<file path="config.mk">
export PLATFORM = sky130hd
export DESIGN_NAME = sdram_arbiter
export DESIGN_NICKNAME = d
export VERILOG_FILES = /design/src/rtl/sdram_arbiter.sv
export SDC_FILE = /design/constraint.sdc
export NUM_CORES = 1
export LEC_CHECK = 0
export BUFFER_PORTS_ARGS = -buffer_cell sky130_fd_sc_hd__buf_4
export CAP_MARGIN = 20
export CORE_AREA = 2 2 83 164
export CTS_CLUSTER_DIAMETER = 80
export DETAILED_ROUTE_END_ITERATION = 16
export DIE_AREA = 0 0 85 166
export PLACE_DENSITY = 0.78
export SETUP_SLACK_MARGIN = 0.2
export SYNTH_ARGS = -nofsm -noshare
export SYNTH_HDL_FRONTEND = slang
export SYNTH_SLANG_ARGS = --single-unit
export TNS_END_PERCENT = 100
</file>
<file path="constraint.sdc">
create_clock -name clk -period 2.05 [get_ports clk]
set_clock_uncertainty 0.15 [all_clocks]
set_input_delay 0.5125 -clock clk [delete_from_list [all_inputs] [get_ports clk]]
set_output_delay 0.5125 -clock clk [all_outputs]
set_load 0.005 [all_outputs]
</file>
<file path="src/rtl/sdram_arbiter.sv">
// sdram_arbiter
//   Two-port arbiter in front of an SDRAM controller. Port 0 (CPU) issues
//   reads and byte-masked writes. Port 1 (video fetch) issues reads only.
//   Port 1 normally wins, but it can take at most STARVE_MAX consecutive
//   grants while port 0 is waiting.
//
// Ports
//   clk, reset                    rising-edge clock, synchronous active-high reset
//   p0_req/we/addr/din/be         port 0 request, write flag, byte address, data, byte enables
//   p0_ack/p0_dout                port 0 completion pulse and read data
//   p1_req/p1_addr                port 1 read request and byte address
//   p1_ack/p1_dout                port 1 completion pulse and read data
//   sd_raddr/sd_rd                controller read address and read strobe
//   sd_rd_rdy/sd_dout             controller read-ready level and read data
//   sd_waddr/sd_din/sd_be/sd_we   controller write address, data, byte enables, write strobe
//   sd_we_rdy                     controller write-ready level
//   busy/gnt                      FSM not in IDLE / port owning the controller
module sdram_arbiter #(
    parameter int STARVE_MAX = 3
) (
    input  logic        clk,
    input  logic        reset,
    input  logic        p0_req,
    input  logic        p0_we,
    input  logic [24:0] p0_addr,
    input  logic [31:0] p0_din,
    input  logic [3:0]  p0_be,
    output logic        p0_ack,
    output logic [31:0] p0_dout,
    input  logic        p1_req,
    input  logic [24:0] p1_addr,
    output logic        p1_ack,
    output logic [31:0] p1_dout,
    output logic [24:0] sd_raddr,
    output logic        sd_rd,
    input  logic        sd_rd_rdy,
    input  logic [31:0] sd_dout,
    output logic [24:0] sd_waddr,
    output logic [31:0] sd_din,
    output logic [3:0]  sd_be,
    output logic        sd_we,
    input  logic        sd_we_rdy,
    output logic        busy,
    output logic        gnt
);

    typedef enum logic [1:0] {IDLE, ISSUE, WAIT_DONE, ACK} state_t;

    state_t      state_q, state_d;
    logic        gnt_q, gnt_d;
    logic        we_q, we_d;
    logic        rd_q, rd_d;
    logic        wr_q, wr_d;
    logic        busy_q, busy_d;
    logic        p0_ack_q, p0_ack_d;
    logic        p1_ack_q, p1_ack_d;
    logic [1:0]  starve_q, starve_d;
    logic [24:0] addr_q, addr_d;
    logic [31:0] din_q, din_d;
    logic [3:0]  be_q, be_d;
    logic [31:0] p0_dout_q, p0_dout_d;
    logic [31:0] p1_dout_q, p1_dout_d;
    logic        rdy_sel;
    logic        p1_wins;

    always_comb begin
        // Ready line belonging to the transfer in flight.
        rdy_sel   = we_q ? sd_we_rdy : sd_rd_rdy;
        p1_wins   = p1_req && (!p0_req || (int'(starve_q) < STARVE_MAX));

        state_d   = state_q;
        gnt_d     = gnt_q;
        we_d      = we_q;
        rd_d      = rd_q;
        wr_d      = wr_q;
        starve_d  = starve_q;
        addr_d    = addr_q;
        din_d     = din_q;
        be_d      = be_q;
        p0_dout_d = p0_dout_q;
        p1_dout_d = p1_dout_q;
        p0_ack_d  = 1'b0;
        p1_ack_d  = 1'b0;

        case (state_q)
            IDLE: begin
                if (!p0_req) starve_d = 2'd0;
                // Only arbitrate when the controller can take either kind of access.
                if (sd_rd_rdy && sd_we_rdy) begin
                    if (p1_wins) begin
                        gnt_d   = 1'b1;
                        we_d    = 1'b0;
                        addr_d  = p1_addr;
                        din_d   = 32'd0;
                        be_d    = 4'd0;
                        rd_d    = 1'b1;
                        state_d = ISSUE;
                        if (p0_req && starve_q != 2'b11) starve_d = starve_q + 2'd1;
                    end else if (p0_req) begin
                        gnt_d    = 1'b0;
                        we_d     = p0_we;
                        addr_d   = p0_addr;
                        din_d    = p0_din;
                        be_d     = p0_we ? p0_be : 4'd0;
                        rd_d     = !p0_we;
                        wr_d     = p0_we;
                        starve_d = 2'd0;
                        state_d  = ISSUE;
                    end
                end
            end
            ISSUE: begin
                // Controller dropping its ready level means it has taken the command.
                if (!rdy_sel) begin
                    rd_d    = 1'b0;
                    wr_d    = 1'b0;
                    state_d = WAIT_DONE;
                end
            end
            WAIT_DONE: begin
                if (rdy_sel) begin
                    if (!we_q) begin
                        if (gnt_q) p1_dout_d = sd_dout;
                        else       p0_dout_d = sd_dout;
                    end
                    if (gnt_q) p1_ack_d = 1'b1;
                    else       p0_ack_d = 1'b1;
                    state_d = ACK;
                end
            end
            ACK:     state_d = IDLE;
            default: state_d = IDLE;
        endcase

        busy_d = (state_d != IDLE);
    end

    always_ff @(posedge clk) begin
        if (reset) begin
            state_q   <= IDLE;
            gnt_q     <= 1'b0;
            we_q      <= 1'b0;
            rd_q      <= 1'b0;
            wr_q      <= 1'b0;
            busy_q    <= 1'b0;
            p0_ack_q  <= 1'b0;
            p1_ack_q  <= 1'b0;
            starve_q  <= 2'd0;
            addr_q    <= 25'd0;
            din_q     <= 32'd0;
            be_q      <= 4'd0;
            p0_dout_q <= 32'd0;
            p1_dout_q <= 32'd0;
        end else begin
            state_q   <= state_d;
            gnt_q     <= gnt_d;
            we_q      <= we_d;
            rd_q      <= rd_d;
            wr_q      <= wr_d;
            busy_q    <= busy_d;
            p0_ack_q  <= p0_ack_d;
            p1_ack_q  <= p1_ack_d;
            starve_q  <= starve_d;
            addr_q    <= addr_d;
            din_q     <= din_d;
            be_q      <= be_d;
            p0_dout_q <= p0_dout_d;
            p1_dout_q <= p1_dout_d;
        end
    end

    assign p0_ack   = p0_ack_q;
    assign p0_dout  = p0_dout_q;
    assign p1_ack   = p1_ack_q;
    assign p1_dout  = p1_dout_q;
    assign sd_raddr = addr_q;
    assign sd_waddr = addr_q;
    assign sd_din   = din_q;
    assign sd_be    = be_q;
    assign sd_rd    = rd_q;
    assign sd_we    = wr_q;
    assign busy     = busy_q;
    assign gnt      = gnt_q;

endmodule
</file>
==> impl_metrics.toml <==
[drt]
detailroute.via_count = 6060
drc = 0
dr.pass1.iters = 4
drt.antenna.violating_nets = 0
avgRoutedWirePerCell_um = 17.34
detail_route.iter0.violations = 227
wl_um = 18430
route.detailed.vias_per_inst = 5.701

[clock_network]
cts_tree = "yes"
cts-hold-fix-buffers = 0
clock_sinks = 136
cts.repair.resized = 0
clockRootBuffer = "sky130_fd_sc_hd__clkbuf_16"
number_of_cts_inserted_buffers = 17
maximum_buffer_depth_of_the_clock_tree = 2
postCtsSetupBuffers = 0
h-tree-depth = 4
clkTransAtPathRegs_ns = 0.07
clk-insertion-delay-late_ns = 0.40

[critical_path]
cp_data_required_time_ns = 2.21
cp-end-kind = "register"
critPathTopFamily = "simple AND/OR/NAND/NOR gates"
critical_path.cell_chain = "and4bb_2 -> buf_12 -> a21oi_1 -> a311oi_1"
worstPathMaxFanout = 35
critical_path_class = "register to register"
crit_path_start_kind = "register"
crit_buf_inv = 1
slowest_delay_ns = 0.50
cp_slowest_cell = "sky130_fd_sc_hd__and4bb_2"
critPathArrivalTime_ns = 1.86

[synthesis]
edff_count_synth = 0
async_reset_ff_share_pct = 0
synth.yosys.warnings = 0
synth.avg_cell_area_sq_um = 8.480
dominantRegCellSynth = "sky130_fd_sc_hd__dfxtp_1"
syn-instance-count = 683
synth_cell_types = 42
sequential_cell_area_fraction_in_the_yosys_report_pct = 47.01
ys_ff_latch = 136
syn-num-nets = 809
synthesis.area_sq_um = 5792

[floorplan]
pin_count = 281
floorplan.die.height_um = 166
die_area_sq_um = 14110
initial_utilization_pct = 44.83
rows = 59
chipWidth_um = 85
core-area_sq_um = 12920

[final_layout]
final_layout_size_suffix_gt1_share_pct = 38.53
finish.cell_count_without_fillers = 1063
antenna_cells_inserted = 0
finish.net_count = 1024
fillCellCount = 1118
syn2layout_area_growth_pct = 45.09

[timing]
fmax_mhz = 587.6
finalCriticalPeriod_ns = 1.702
timing.slew.headroom_pct = 63.12
timing_max_transition_violations_final = 0
timing_hold_violations_final = 0
timing.final.setup_violations = 0
worst_slack_ns = 0.3481
rsz0062_at_grt = "false"
worst-slew-pin-transition_ns = 0.5532
setup_total_negative_slack_ns = 0
final.period_utilization_pct = 83.02

[placement]
gp_congestion = 0.8631
placement.setup.worst_slack_ns = 0.1751
io_buffer_count = 280
number_of_placed_instances_with_taps_included = 1031
place.detailed.hpwl_um = 12690

[grt]
grt_start_max_net_pins = 65
grt_pass1_wl_um = 28100
first_global_vias = 5565
grt-ovfl-total = 0
global_route.usage.total_pct = 24.68
grt_antenna_before_repair = 0

[pwr]
powerDensity_nw_per_um2 = 809.2
ir_worst_vdd_v = 0.0007813
total_leakage_power_nw = 3.453

[run_status]
status = "complete, no violations"

[min_path]
hold_path.class = "input port to register"

[job]
max_cap_violations = 0
[synthesized netlist by cell type, drive strengths merged, types with 2 or more instances]
cell type  number  share of area [%]
nand4          34                3.9
nor4            2               0.22
nand4bb         2               0.39
a21oi         127                 11
nand2          51                3.3
nand3          65                5.6
o32ai           5                1.3
or2b            2               0.26
o31ai           2               0.26
clkbuf         45                2.9
a311oi         25                4.4
nor2            3               0.28
a21boi          2               0.32
buf            58                7.1
inv             6               0.39
o21ai          98                8.5
nand2b          5               0.54
and4bb          2               0.43
dfxtp         136                 47
[area by class of cell]
| type | instances | area (sq um) | area share, % |
|---|---|---|---|
| clock buffers | 19 | 442.9 | 5.271 |
| clock inverters | 13 | 181.4 | 2.159 |
| inverters | 6 | 22.52 | 0.2680 |
| multi-input cells | 438 | 2472 | 29.42 |
| flip-flops and latches | 136 | 2724 | 32.42 |
| well taps | 152 | 190.2 | 2.263 |
| repair buffers | 299 | 2370 | 28.20 |
[layout by cell type (no fill, tap or decap), types with 3 or more instances in the layout]
| cell type | count |
|---|---|
| sky130_fd_sc_hd__dfxtp_1 | 135 |
| sky130_fd_sc_hd__nand4_1 | 33 |
| sky130_fd_sc_hd__buf_12 | 10 |
| sky130_fd_sc_hd__buf_4 | 289 |
| sky130_fd_sc_hd__inv_1 | 5 |
| sky130_fd_sc_hd__o32ai_2 | 4 |
| sky130_fd_sc_hd__a311oi_1 | 19 |
| sky130_fd_sc_hd__o21ai_0 | 98 |
| sky130_fd_sc_hd__nand3_1 | 65 |
| sky130_fd_sc_hd__a21oi_1 | 127 |
| sky130_fd_sc_hd__nand2_1 | 51 |
| sky130_fd_sc_hd__clkbuf_16 | 17 |
| sky130_fd_sc_hd__bufinv_16 | 3 |
| sky130_fd_sc_hd__a311oi_2 | 6 |
| sky130_fd_sc_hd__nand2b_1 | 5 |
| sky130_fd_sc_hd__inv_6 | 5 |
[worst min-delay path: stages]
cell,delay [ns]
sky130_fd_sc_hd__buf_4,0.11
sky130_fd_sc_hd__nand4_1,0.06
sky130_fd_sc_hd__a21oi_1,0.06
[path summary, 6_finish.rpt]
| path | startpoint | endpoint | slack (ns) | cells after the start |
|---|---|---|---|---|
| setup / recovery | state_q[1] | sd_raddr[1] | 0.35 | 4 |
| hold / removal | p0_din[8] | sd_din[8] | 0.21 | 3 |
| setup reg to reg | state_q[1] | sd_raddr[1] | 0.35 | 4 |
| hold reg to reg | p1_dout[26] | p1_dout[26] | 0.32 | 2 |
[state kept, by name (all words and copies together), names as in the netlist, 2 cells and up]
signal and flops:
starve_q 2, p0_dout 32, sd_din 32, sd_be 4, p1_dout 32, state_q 2, sd_raddr 25
[kinds of logic after synthesis]
family	count (synthesis)	synth area share [%]
buffers and inverters	109	10.39
DFF	136	47.01
AOI/OAI and AO/OA	266	26.68
and+or+nand+nor	169	15.34
muxes	2	0.3672
adders and majority gates	1	0.2160
[metrics by stage]
| stage | cell area [sq um] | utilization (%) | hold slack (ns) | power (mW) |
|---|---|---|---|---|
| 2_1_floorplan | 5792 | - | 0.2977 | 3.218 |
| 3_3_place_gp | 7779 | 60.21 | 0.3063 | 3.623 |
| 3_5_place_dp | 7779 | 60.21 | 0.3158 | 3.631 |
| 4_1_cts | 8403 | 65.05 | 0.2030 | 6.844 |
| 5_1_grt | 8403 | 65.05 | 0.2081 | 7.032 |
| 6_report | 8403 | 65.05 | 0.2121 | 6.799 |
[routing by layer]
layer / track usage, % / routed length, um / vias up
met2: 42.15 / 9686 / 248
li1: - / - / 2879
met4: 14.22 / 814 / 0
met5: 0 / 0 / -
met1: 28.02 / 6953 / 2883
met3: 4.722 / 972 / 50
[power breakdown]
| group | total (mW) | switching (mW) | internal [mW] |
|---|---|---|---|
| logic | 0.805 | 0.393 | 0.412 |
| clock network | 3.22 | 1.23 | 1.99 |
| registers | 2.77 | 0.0558 | 2.72 |
Note: power is estimated with default switching activity, not from simulation.
